`src/rtl/posit_decode_pkg.sv`:
```
// Shared field layout, bias and special encodings for the 12-bit eposit
// working format produced by the posit8 decoder.
package posit_decode_pkg;

    localparam int INF_BIT  = 11;
    localparam int ZERO_BIT = 10;
    localparam int SIGN_BIT = 9;
    localparam int EXP_MSB  = 8;
    localparam int EXP_LSB  = 5;
    localparam int FRAC_MSB = 4;
    localparam int FRAC_LSB = 0;

    localparam logic [3:0]  EXP_BIAS    = 4'd7;
    localparam logic [11:0] EPOSIT_INF  = 12'h800;
    localparam logic [11:0] EPOSIT_ZERO = 12'h400;

    // flip = run polarity xor sign; a set flip means the exponent grows with
    // the run length, otherwise it shrinks.
    function automatic logic [3:0] regime_exp(input logic flip, input logic [2:0] run_len);
        if (flip)
            return EXP_BIAS - 4'd1 + {1'b0, run_len};
        else
            return EXP_BIAS - {1'b0, run_len};
    endfunction

endpackage

```
`src/rtl/posit_regime_count.sv`:
```
// Combinational leading-run detector for the 7-bit posit body: run polarity,
// run length and the fraction bits left over after regime and terminator.
module posit_regime_count (
    input  logic [6:0] body,
    output logic       polarity,
    output logic [2:0] run_len,
    output logic [4:0] frac
);

    // run_mask[gi] is set while body[6] .. body[6-gi] all match body[6]
    logic [6:0] run_mask;

    assign run_mask[0] = 1'b1;

    genvar gi;
    generate
        for (gi = 1; gi < 7; gi++) begin : g_run
            assign run_mask[gi] = run_mask[gi-1] & (body[6-gi] == body[6]);
        end
    endgenerate

    always_comb begin
        run_len = 3'd0;
        for (int i = 0; i < 7; i++) begin
            run_len = run_len + {2'b00, run_mask[i]};
        end
    end

    assign polarity = body[6];

    // The run is at least one bit long and the terminator follows it, so the
    // fraction never reaches above body[4]; a full run shifts everything out.
    assign frac = body[4:0] << (run_len - 3'd1);

endmodule

```
`src/rtl/decode_posit8.sv`:
```
// posit8 (es = 0) to 12-bit eposit decoder with a registered output.
// Define DECODE_POSIT8_INPUT_REG_EN to add an input register (latency 2).
module decode_posit8 (
    input  logic        clk,
    input  logic        rst_n,
    input  logic        in_valid,
    input  logic [7:0]  posit,
    output logic        out_valid,
    output logic [11:0] eposit
);
    import posit_decode_pkg::*;

    logic       dec_valid;
    logic [7:0] dec_posit;

`ifdef DECODE_POSIT8_INPUT_REG_EN
    logic       valid_in_reg;
    logic [7:0] posit_in_reg;

    always_ff @(posedge clk or negedge rst_n) begin
        if (!rst_n) begin
            valid_in_reg <= 1'b0;
            posit_in_reg <= 8'h00;
        end else begin
            valid_in_reg <= in_valid;
            posit_in_reg <= posit;
        end
    end

    assign dec_valid = valid_in_reg;
    assign dec_posit = posit_in_reg;
`else
    assign dec_valid = in_valid;
    assign dec_posit = posit;
`endif

    logic       polarity;
    logic [2:0] run_len;
    logic [4:0] frac;

    posit_regime_count u_regime (
        .body     (dec_posit[6:0]),
        .polarity (polarity),
        .run_len  (run_len),
        .frac     (frac)
    );

    logic [11:0] eposit_next;

    // The body is used raw: negative posits keep their fraction bits as-is and
    // the sign only changes which way the regime moves the exponent.
    always_comb begin
        eposit_next = EPOSIT_ZERO;
        if (dec_posit == 8'h80) begin
            eposit_next = EPOSIT_INF;
        end else if (dec_posit != 8'h00) begin
            eposit_next                   = 12'h000;
            eposit_next[SIGN_BIT]         = dec_posit[7];
            eposit_next[EXP_MSB:EXP_LSB]  = regime_exp(polarity ^ dec_posit[7], run_len);
            eposit_next[FRAC_MSB:FRAC_LSB] = frac;
        end
    end

    logic [11:0] eposit_reg;
    logic        out_valid_reg;

    always_ff @(posedge clk or negedge rst_n) begin
        if (!rst_n) begin
            eposit_reg    <= EPOSIT_ZERO;
            out_valid_reg <= 1'b0;
        end else begin
            out_valid_reg <= dec_valid;
            if (dec_valid) begin
                eposit_reg <= eposit_next;
            end
        end
    end

    assign eposit    = eposit_reg;
    assign out_valid = out_valid_reg;

endmodule

```
`config.mk`:
```
export PLATFORM = sky130hd
export DESIGN_NAME = decode_posit8
export DESIGN_NICKNAME = d
export VERILOG_FILES = /design/src/rtl/posit_decode_pkg.sv /design/src/rtl/posit_regime_count.sv /design/src/rtl/decode_posit8.sv
export SDC_FILE = /design/constraint.sdc
export NUM_CORES = 1
export LEC_CHECK = 0
export CAP_MARGIN = 20
export CORE_MARGIN = 2
export CORE_UTILIZATION = 48
export CTS_BUF_LIST = sky130_fd_sc_hd__clkbuf_4 sky130_fd_sc_hd__clkbuf_8 sky130_fd_sc_hd__clkbuf_16
export CTS_CLUSTER_DIAMETER = 60
export CTS_CLUSTER_SIZE = 10
export DETAILED_ROUTE_END_ITERATION = 6
export PLACE_DENSITY = 0.79
export SLEW_MARGIN = 20
export SYNTH_ARGS = -nofsm -noshare
export SYNTH_HDL_FRONTEND = slang
export SYNTH_SLANG_ARGS = --single-unit
```
`constraint.sdc`:
```
create_clock -name clk -period 0.85 [get_ports clk]
set_input_delay 0.17 -clock clk [delete_from_list [all_inputs] [get_ports clk]]
set_output_delay 0.17 -clock clk [all_outputs]
set_load 0.005 [all_outputs]
```
# Yosys cells after proc, flatten, opt, wreduce, memory -nomap -nowiden
# Cells that the tools add are included.
[word_totals]
inputBits = 11
register_bits = 13
word_cells = 29
output_inout_bits = 13
[op_classes]
shift = 1
muxes = 3
addsub = 9
eq_ne = 7
bitwise_logic = 6
n_reduce_logical = 1
[ops]
columns = ["cell", "count"]
rows = [
  ["$add A3 B1 Y3", 5],
  ["$mux W12", 1],
  ["$mux W11", 1],
  ["$eq A8 B8 Y1 const B", 1],
  ["$reduce_bool A8 Y1", 1],
  ["$eq A1 B1 Y1", 6],
  ["$and A1 B1 Y1", 5],
  ["$shl A5 B3 Y5", 1],
  ["$add A3 B3 Y4 const A", 1],
  ["$mux W4", 1],
  ["$sub A3 B3 Y4 const A", 1],
  ["$sub A3 B1 Y3 const B", 1],
  ["$add A1 B1 Y2 const A", 1],
  ["$xor A1 B1 Y1", 1],
]

# Longest topological paths before layout
# Gate-level depths: netlist of run 1.
[logic_depth]
word_depth = 11
ltp_mapped = 15
mapped_depth_nobuf = 14

# Modules after synthesis
# From an unflattened synthesis of run 1, not the netlist that was laid out.
[unflattened]
cells_unflattened = 101
hier_area_um2 = 1017.2
[by_module_without_submodules]
columns = ["mod", "n_inst", "seq_area_each_um2", "cells_per_inst", "area_per_inst_um2"]
rows = [
  ["decode_posit8", 1, 326.6, 57, 659.4],
  ["posit_regime_count", 1, 0.0, 44, 357.8],
]

# Worst setup path before layout of run 1
# Ideal clock, no wire load.
[synth_path]
path_type = "input-to-reg"
startpoint = "input port posit[5]"
endpoint = "register eposit_reg[2] (netlist: eposit[2])"
path_slack_ps = -2550
t_arrival_ps = 3260
required_time_ps = 710
n_path_buf = 0
path_stages = 14
setup_time_ps = 140
path_cell_list = "or3_4 -> o21ai_1 -> and2_1 -> ha_1 -> inv_1 -> fa_1 -> inv_1 -> ha_1 -> inv_1 -> fa_1 -> ha_1 -> mux2_2 -> a21oi_1 -> o22ai_1"
[synth_via]
elab_chain_len = 11
elab_cells_between_ends = 18
classes_between = "add/sub: 7; eq/ne: 2; shift: 1; mux: 2; bitwise: 5; reduce/logical: 1"
[synth_lines]
columns = ["item", "line", "rtl"]
rows = [
  ["from (decl)", "decode_posit8.sv:7", "input logic [7:0] posit,"],
  ["$eq A1 B1 Y1", "posit_regime_count.sv:18", "assign run_mask[gi] = run_mask[gi-1] & (body[6-gi] == body[6]);"],
  ["$add A1 B1 Y2 / $and A1 B1 Y1 (equally long branches)", "posit_regime_count.sv:25, posit_regime_count.sv:18", ""],
  ["$add A3 B1 Y3 / $and A1 B1 Y1 (equally long branches) (4 in a row)", "posit_regime_count.sv:25, posit_regime_count.sv:18", ""],
  ["$add A3 B1 Y3", "posit_regime_count.sv:25", "run_len = run_len + {2'b00, run_mask[i]};"],
  ["$sub A3 B1 Y3", "posit_regime_count.sv:33", "assign frac = body[4:0] << (run_len - 3'd1);"],
  ["$shl A5 B3 Y5", "posit_regime_count.sv:33", ""],
  ["$mux W11", "decode_posit8.sv:56", "end else if (dec_posit != 8'h00) begin"],
  ["$mux W12 *", "decode_posit8.sv:54", "if (dec_posit == 8'h80) begin"],
  ["to (signal assigned)", "decode_posit8.sv:74", "eposit_reg <= eposit_next;"],
  ["to (decl)", "decode_posit8.sv:64", "logic [11:0] eposit_reg;"],
]
# Every way passes the cells marked *; elsewhere a longest branch is shown, timed or not.
# A chain may end at the register's enable or synchronous reset.

# Worst setup path after layout of run 1
# Same ends and word-level chain as after synthesis.

==> results.md, run 1 <==
* Commonest non-fill, non-tap cells in the layout: buf_4, buf_2, inv_1, dfrtp_1, buf_6
* Post-DP HPWL at 1.71 mm
* Drt first pass iters at 4
* Global route overflow at 0
* Sequential share of the synthesized area at 0.347
* Highest-delay cell along the critical path: fa_1
* Area delta synth->final at 67.0%
* Worst r2r src: eposit[10]
* Status: finished, violations left
* Leak at 0.000751 uW
* Final period utilization at 3.60
* Worst Path Required at 980 ps
* Hold Vio Cnt, Final at 0
* Cts bufs inserted at 3
* Largest register FFs at 12
* Max-slew violations at 0
* R2R setup slack at 20 ps
* Syn Area/Cell at 9.70 um^2
* Register area at 327 um^2
* DP Area at 0.00143 mm^2
* Area of the multi-input gates at 656 um^2
* DIE HEIGHT at 48.3 um
* Cell breakdown of the critical path: buf_6, buf_4, buf_4, nand4_1, o21ai_2, and2_1, ha_1, inv_2, fa_1, inv_2, ha_4, inv_2, fa_2, ha_4, mux2_4, a21oi_2, o22ai_1
* Peak supply drop at 0.00125 V
* Vias in the first global route at 917
* Clk root buf: clkbuf_4
* CTS tree: built
* FF-to-FF path depth at 2
* Synth async-reset ratio at 1.00
* Synth area leaders: dfrtp_1, ha_1, inv_1
* Clk Latency, worst-skew pair at 270 ps
* Hold crit path type: primary input to asynchronous set/reset pin
* CP endpoint kind: flip-flop
* Core area at 0.00190 mm^2
* Initial Utilization at 0.495
* Rows at 16
* Final Setup Violations at 25
* Max Root-Sink Buffers at 2
* Post-synthesis cell count at 97
* Power per cell area at 1530 mW/mm^2
* Routed len/inst at 16.7 um
* Clock sink count at 13
* Post-synth net total at 116
* Dpl cells at 167
* Top-area cell type share of the netlist area at 0.319
* Final ANT Viol Nets at 0
* EDFF count, synth at 0
* Largest stage delay on the critical path at 490 ps
* Max_cap viols at 0
* Fraction of layout cells with a size suffix above 1 at 0.584
* Via count at 963
* GPL Wtd Cong at 0.767
* Failing checks: setup timing
* First-pass GRT wire length at 4.02 mm
* Cell variety after synth at 34
* Critical path class: primary input to flip-flop
* Die Area at 0.00233 mm^2
* Worst Slack Setup Final at -2210 ps
* H-tree depth at 1
* Total power at 2410 uW
* Drt first-iter violations at 13
* IO Count at 24
* Maximum fanout along the worst path at 4
* Rel. slew slack at 0.725
* Post-route clock skew at 0 ps
* Dominant cell type by area after synthesis: dfrtp_1
* DRC violation count after routing at 0
* Internal power at 1610 uW
* Hold_buf cts at 0
* Largest net degree at the start of global routing at 14
* Total Nets Final at 174
* Synthesized area at 941 um^2
* Ys Warns at 0
* Post-route design area at 0.00157 mm^2
* Net Sw Power at 797 uW
* Setup Total Neg Slack at -19860 ps
* Top FF cell, synth: dfrtp_1
* Non-Filler Instances at 181
* Antenna diodes at 0
* Drt via density at 5.32
* Max Freq at 326 MHz
* RSZ-0062 raised after global routing: yes
* Final min period at 3060 ps
* Worst path most repeated cell: inv_2
* Fillcell total at 104
* Worst-path clk slew at 80 ps
* Drt total wl at 3.03 mm
* Width of the die at 48.3 um
* Clock power share at 0.171
* Commonest non-fill, non-tap cell in the layout: buf_4
* Sw frac at 0.331
* Reg power frac at 0.319
* Reg-to-reg endpoint: eposit[10]
* Initial antenna violation count at 0
* Logic pwr share at 0.510
* Seq cells post-synth at 13
* Worst slew pin tran at 412 ps
* GRT Util Overall at 0.254
* PortBufs at 23
* Worst Setup Start Kind: primary input
* Arr. time, crit path at 3190 ps
## area by class of cell
cell class              instances  area share
flip-flops and latches         13       0.208
clock buffers                   4      0.0191
well taps                      27      0.0215
multi-input cells              60       0.417
repair buffers                 58       0.289
inverters                      19      0.0454
## worst max path at each step
stage,startpoint,end,depth (start not counted)
floorplan,posit[3],eposit[2],14
global placement,posit[3],eposit[3],15
detailed placement,posit[3],eposit[3],15
CTS,posit[5],eposit[4],15
global route,posit[5],eposit[2],15
finish,posit[5],eposit[2],17
## power by group through the flow
stage | Combinational [uW] | Sequential, uW | Clock (uW)
finish | 1230 | 768 | 411
global route | 1320 | 781 | 452
CTS | 1070 | 767 | 415
detailed placement | 1050 | 783 | 0
global placement | 1010 | 778 | 0
floorplan | 556 | 792 | 0
## critical path: cells and delay by family
family / cells / cell delay [ps]
simple gates: 2 / 230
fa+ha+maj: 5 / 1710
buf+inv: 6 / 470
mux: 1 / 310
compound gates: 3 / 320
## kinds of logic after synthesis
group,synth area share
compound gates,0.182
xor+xnor,0.0811
fa+ha+maj,0.122
buf+inv,0.0957
flops,0.347
mux,0.0452
simple gates,0.126
## routing by layer
metal | GRT usage | part of all wire | vias up
met4 | 0.108 | 0.027 | 0
li1 | - | - | 446
met5 | 0 | 0 | -
met2 | 0.468 | 0.52 | 44
met3 | 0.0481 | 0.048 | 14
met1 | 0.280 | 0.41 | 459
## stage by stage
| step | utilization | setup slack (ps) | hold WS, ps |
|---|---|---|---|
| floorplan | - | -2400 | -126 |
| finish | 0.826 | -2210 | 218 |
| detailed placement | 0.749 | -2810 | 502 |
| global route | 0.826 | -2300 | 224 |
| CTS | 0.786 | -2170 | 222 |
| global placement | 0.749 | -2760 | 466 |
## Yosys cell counts, types with 2 or more instances
cell / number
inv_1: 19
dfrtp_1: 12
o22ai_1: 11
ha_1: 6
clkbuf_1: 5
xnor2_1: 5
nor2_1: 4
a21oi_1: 2
and2_1: 2
and3_1: 2
fa_1: 2
mux2_2: 2
mux2i_1: 2
o21ai_0: 2
or3_4: 2
## what timing repair did
item,4_1_cts,5_1_grt
cloned,0,0
setup endpoints to repair,25,25
pin swaps,17,5
setup buffers,5,6
resized for setup,99,13
No activity file was read; power rests on OpenSTA's default activity.
==> run 2, diff against run 1 <==
--- a/config.mk
+++ b/config.mk
@@ -7,13 +7,13 @@
 export LEC_CHECK = 0
 export CAP_MARGIN = 20
 export CORE_MARGIN = 2
-export CORE_UTILIZATION = 48
+export CORE_UTILIZATION = 40
 export CTS_BUF_LIST = sky130_fd_sc_hd__clkbuf_4 sky130_fd_sc_hd__clkbuf_8 sky130_fd_sc_hd__clkbuf_16
 export CTS_CLUSTER_DIAMETER = 60
 export CTS_CLUSTER_SIZE = 10
 export DETAILED_ROUTE_END_ITERATION = 6
-export PLACE_DENSITY = 0.79
-export SLEW_MARGIN = 20
+export PLACE_DENSITY = 0.67
+export SLEW_MARGIN = 5
 export SYNTH_ARGS = -nofsm -noshare
 export SYNTH_HDL_FRONTEND = slang
 export SYNTH_SLANG_ARGS = --single-unit
==> constraint.sdc (replaced) <==
create_clock -name clk -period 0.85 [get_ports clk]
set_input_delay 0.17 -clock clk [delete_from_list [all_inputs] [get_ports clk]]
set_output_delay 0.17 -clock clk [all_outputs]
set_load 0.05 [all_outputs]
==> run 2 against run 1 <==
  * The flow still finishes with violations (setup timing)
  * Setup slack better by 46 ps
  * Largest power group unchanged
  * Count of clock-buffer cells in the layout unchanged
  * Flip-flop and latch count unchanged
==> results.md, run 2 (same netlist as run 1, synthesis figures left out) <==
* Commonest non-fill, non-tap cells in the layout: buf_4, inv_1, buf_12, dfrtp_1, buf_6
* Initial antenna violation count at 0 (unchanged)
* Register area at 327 um^2 (unchanged)
* Drt total wl at 2.69 mm (-11%)
* Maximum fanout along the worst path at 4 (unchanged)
* Vias in the first global route at 946 (+3.2%)
* Final Setup Violations at 25 (unchanged)
* Status: finished, violations left
* Post-route clock skew at 0 ps (unchanged)
* Max_cap viols at 0 (unchanged)
* Power per cell area at 1790 mW/mm^2 (+17%)
* Final min period at 3020 ps (-45.7 ps)
* Largest register FFs at 12 (unchanged)
* Max Root-Sink Buffers at 2 (unchanged)
* DIE HEIGHT at 52.5 um (+8.8%)
* Worst Slack Setup Final at -2170 ps (+45.7 ps)
* First-pass GRT wire length at 4.42 mm (+10%)
* DRC violation count after routing at 0 (unchanged)
* IO Count at 24 (unchanged)
* FF-to-FF path depth at 4 (+2)
* Final Util at 0.792 (-0.0345)
* Clock sink count at 13 (unchanged)
* Max-slew violations at 0 (unchanged)
* Clock power share at 0.141 (-0.030)
* Via count at 924 (-4.0%)
* Reg power frac at 0.266 (-0.053)
* GRT Util Overall at 0.222 (-0.0321)
* Failing checks: setup timing
* Logic pwr share at 0.593 (+0.083)
* Worst Path Required at 1010 ps (+30 ps)
* Area delta synth->final at 86.2%
* Clk root buf: clkbuf_4
* Width of the die at 52.5 um (+8.8%)
* Hold crit path type: primary input to asynchronous set/reset pin
* CP endpoint kind: flip-flop
* Worst slew pin tran at 385 ps (-26.2 ps)
* H-tree depth at 1 (unchanged)
* Routed len/inst at 14.7 um (-12%)
* Die Area at 0.00276 mm^2 (+18%)
* Rel. slew slack at 0.742 (+0.0175)
* Area of the multi-input gates at 633 um^2 (-3.4%)
* Fraction of layout cells with a size suffix above 1 at 0.568 (-0.0167)
* Drt via density at 5.05 (-5.1%)
* Commonest non-fill, non-tap cell in the layout: buf_4
* Cts bufs inserted at 3 (unchanged)
* Net Sw Power at 1210 uW (+52%)
* Fillcell total at 150 (+44%)
* Final period utilization at 3.55 (-0.0538)
* Post-DP HPWL at 1.77 mm (+3.4%)
* Rows at 17 (+1)
* Worst hold slack at 201 ps (-17.6 ps)
* Setup Total Neg Slack at -20900 ps (-1040 ps)
* Max Freq at 331 MHz (+1.5%)
* Worst-path clk slew at 90 ps (about the same)
* PortBufs at 23 (unchanged)
* RSZ-0062 raised after global routing: yes
* Initial Utilization at 0.425 (-0.0694)
* Leak at 0.000807 uW (+7.5%)
* Sw frac at 0.386 (+0.0544)
* Clk Latency, worst-skew pair at 290 ps (+20 ps)
* CTS tree: built
* Internal power at 1930 uW (+20%)
* Antenna diodes at 0 (unchanged)
* Critical path class: primary input to flip-flop
* Peak supply drop at 0.00179 V (+43%)
* GPL Wtd Cong at 0.800 (+4.3%)
* Total Nets Final at 175 (+0.57%)
* Drt first pass iters at 4 (unchanged)
* Largest net degree at the start of global routing at 14 (unchanged)
* Final ANT Viol Nets at 0 (unchanged)
* Core area at 0.00221 mm^2 (+16%)
* Hold Vio Cnt, Final at 0 (unchanged)
* Arr. time, crit path at 3180 ps (about the same)
* Worst Setup Start Kind: primary input
* Global route overflow at 0 (unchanged)
* Drt first-iter violations at 11 (-2)
## run 2: changes by cell type in the layout (fill, tap and decap cells not counted), moves of 2 or more
cell	previous run	this run
o22ai_2	5	3
buf_2	15	3
buf_4	29	27
o22ai_1	6	8
buf_12	1	14
## run 2: power by group through the flow
stage                     sequential, uW  combinational, uW  clock, uW
final                                836               1860        441
after global routing                 843               1960        467
after CTS                            832               1770        440
after detailed placement             846               1620          0
after global placement               837               1590          0
after floorplan                     1150                557          0
## run 2: area by class of cell
type	count	area share
Multi-Input combinational cell	60	0.361
Timing Repair Buffer	59	0.374
Tap cell	28	0.0200
Clock buffer	4	0.0171
Inverter	19	0.0407
Sequential cell	13	0.186
## run 2: timing repair
| item | in CTS | in global routing |
|---|---|---|
| pin swaps | 14 | 7 |
| buffers inserted | 8 | 5 |
| cloned | 0 | 0 |
| hold buffers | 0 | 0 |
| endpoints found under the setup margin | 25 | 25 |
| resized for setup | 49 | 3 |
| hold endpoints to repair | 0 | 0 |
## run 2: worst paths after layout
kind                       slack, ps          to       start
setup reg to reg                 -50   eposit[8]   eposit[8]
max in group asynchronous        440  eposit[10]       rst_n
min in group clk                 310   eposit[1]    posit[0]
hold reg to reg                  530  eposit[10]  eposit[10]
setup / recovery               -2170   eposit[2]    posit[5]
hold / removal                   200   out_valid       rst_n
## run 2: per-layer routing
layer	GRT usage	share of wire	wire length, um	vias to the layer above
met5	0	0	0	-
met4	0.0641	0.013	35	0
met3	0.0200	0.035	94	4
met2	0.413	0.53	1420	26
met1	0.268	0.43	1140	443
li1	-	-	-	451
## run 2: per-stage QoR
step                      setup WS [ps]  total power, uW  area (um^2)  std cells
after floorplan                   -2400             1700          993         97
after global placement            -2750             2430         1540        166
after detailed placement          -2890             2470         1540        166
after CTS                         -2140             3040         1710        178
after global routing              -2270             3270         1750        183
final                             -2170             3140         1750        183
## run 2: critical path: stages
cell	delay, ps
buf_6	90
or3_4	380
o21ai_2	140
and2_1	140
ha_1	230
inv_2	60
fa_1	410
inv_2	80
ha_4	120
inv_2	30
fa_2	560
ha_4	230
mux2_4	310
a21oi_2	160
o22ai_2	80
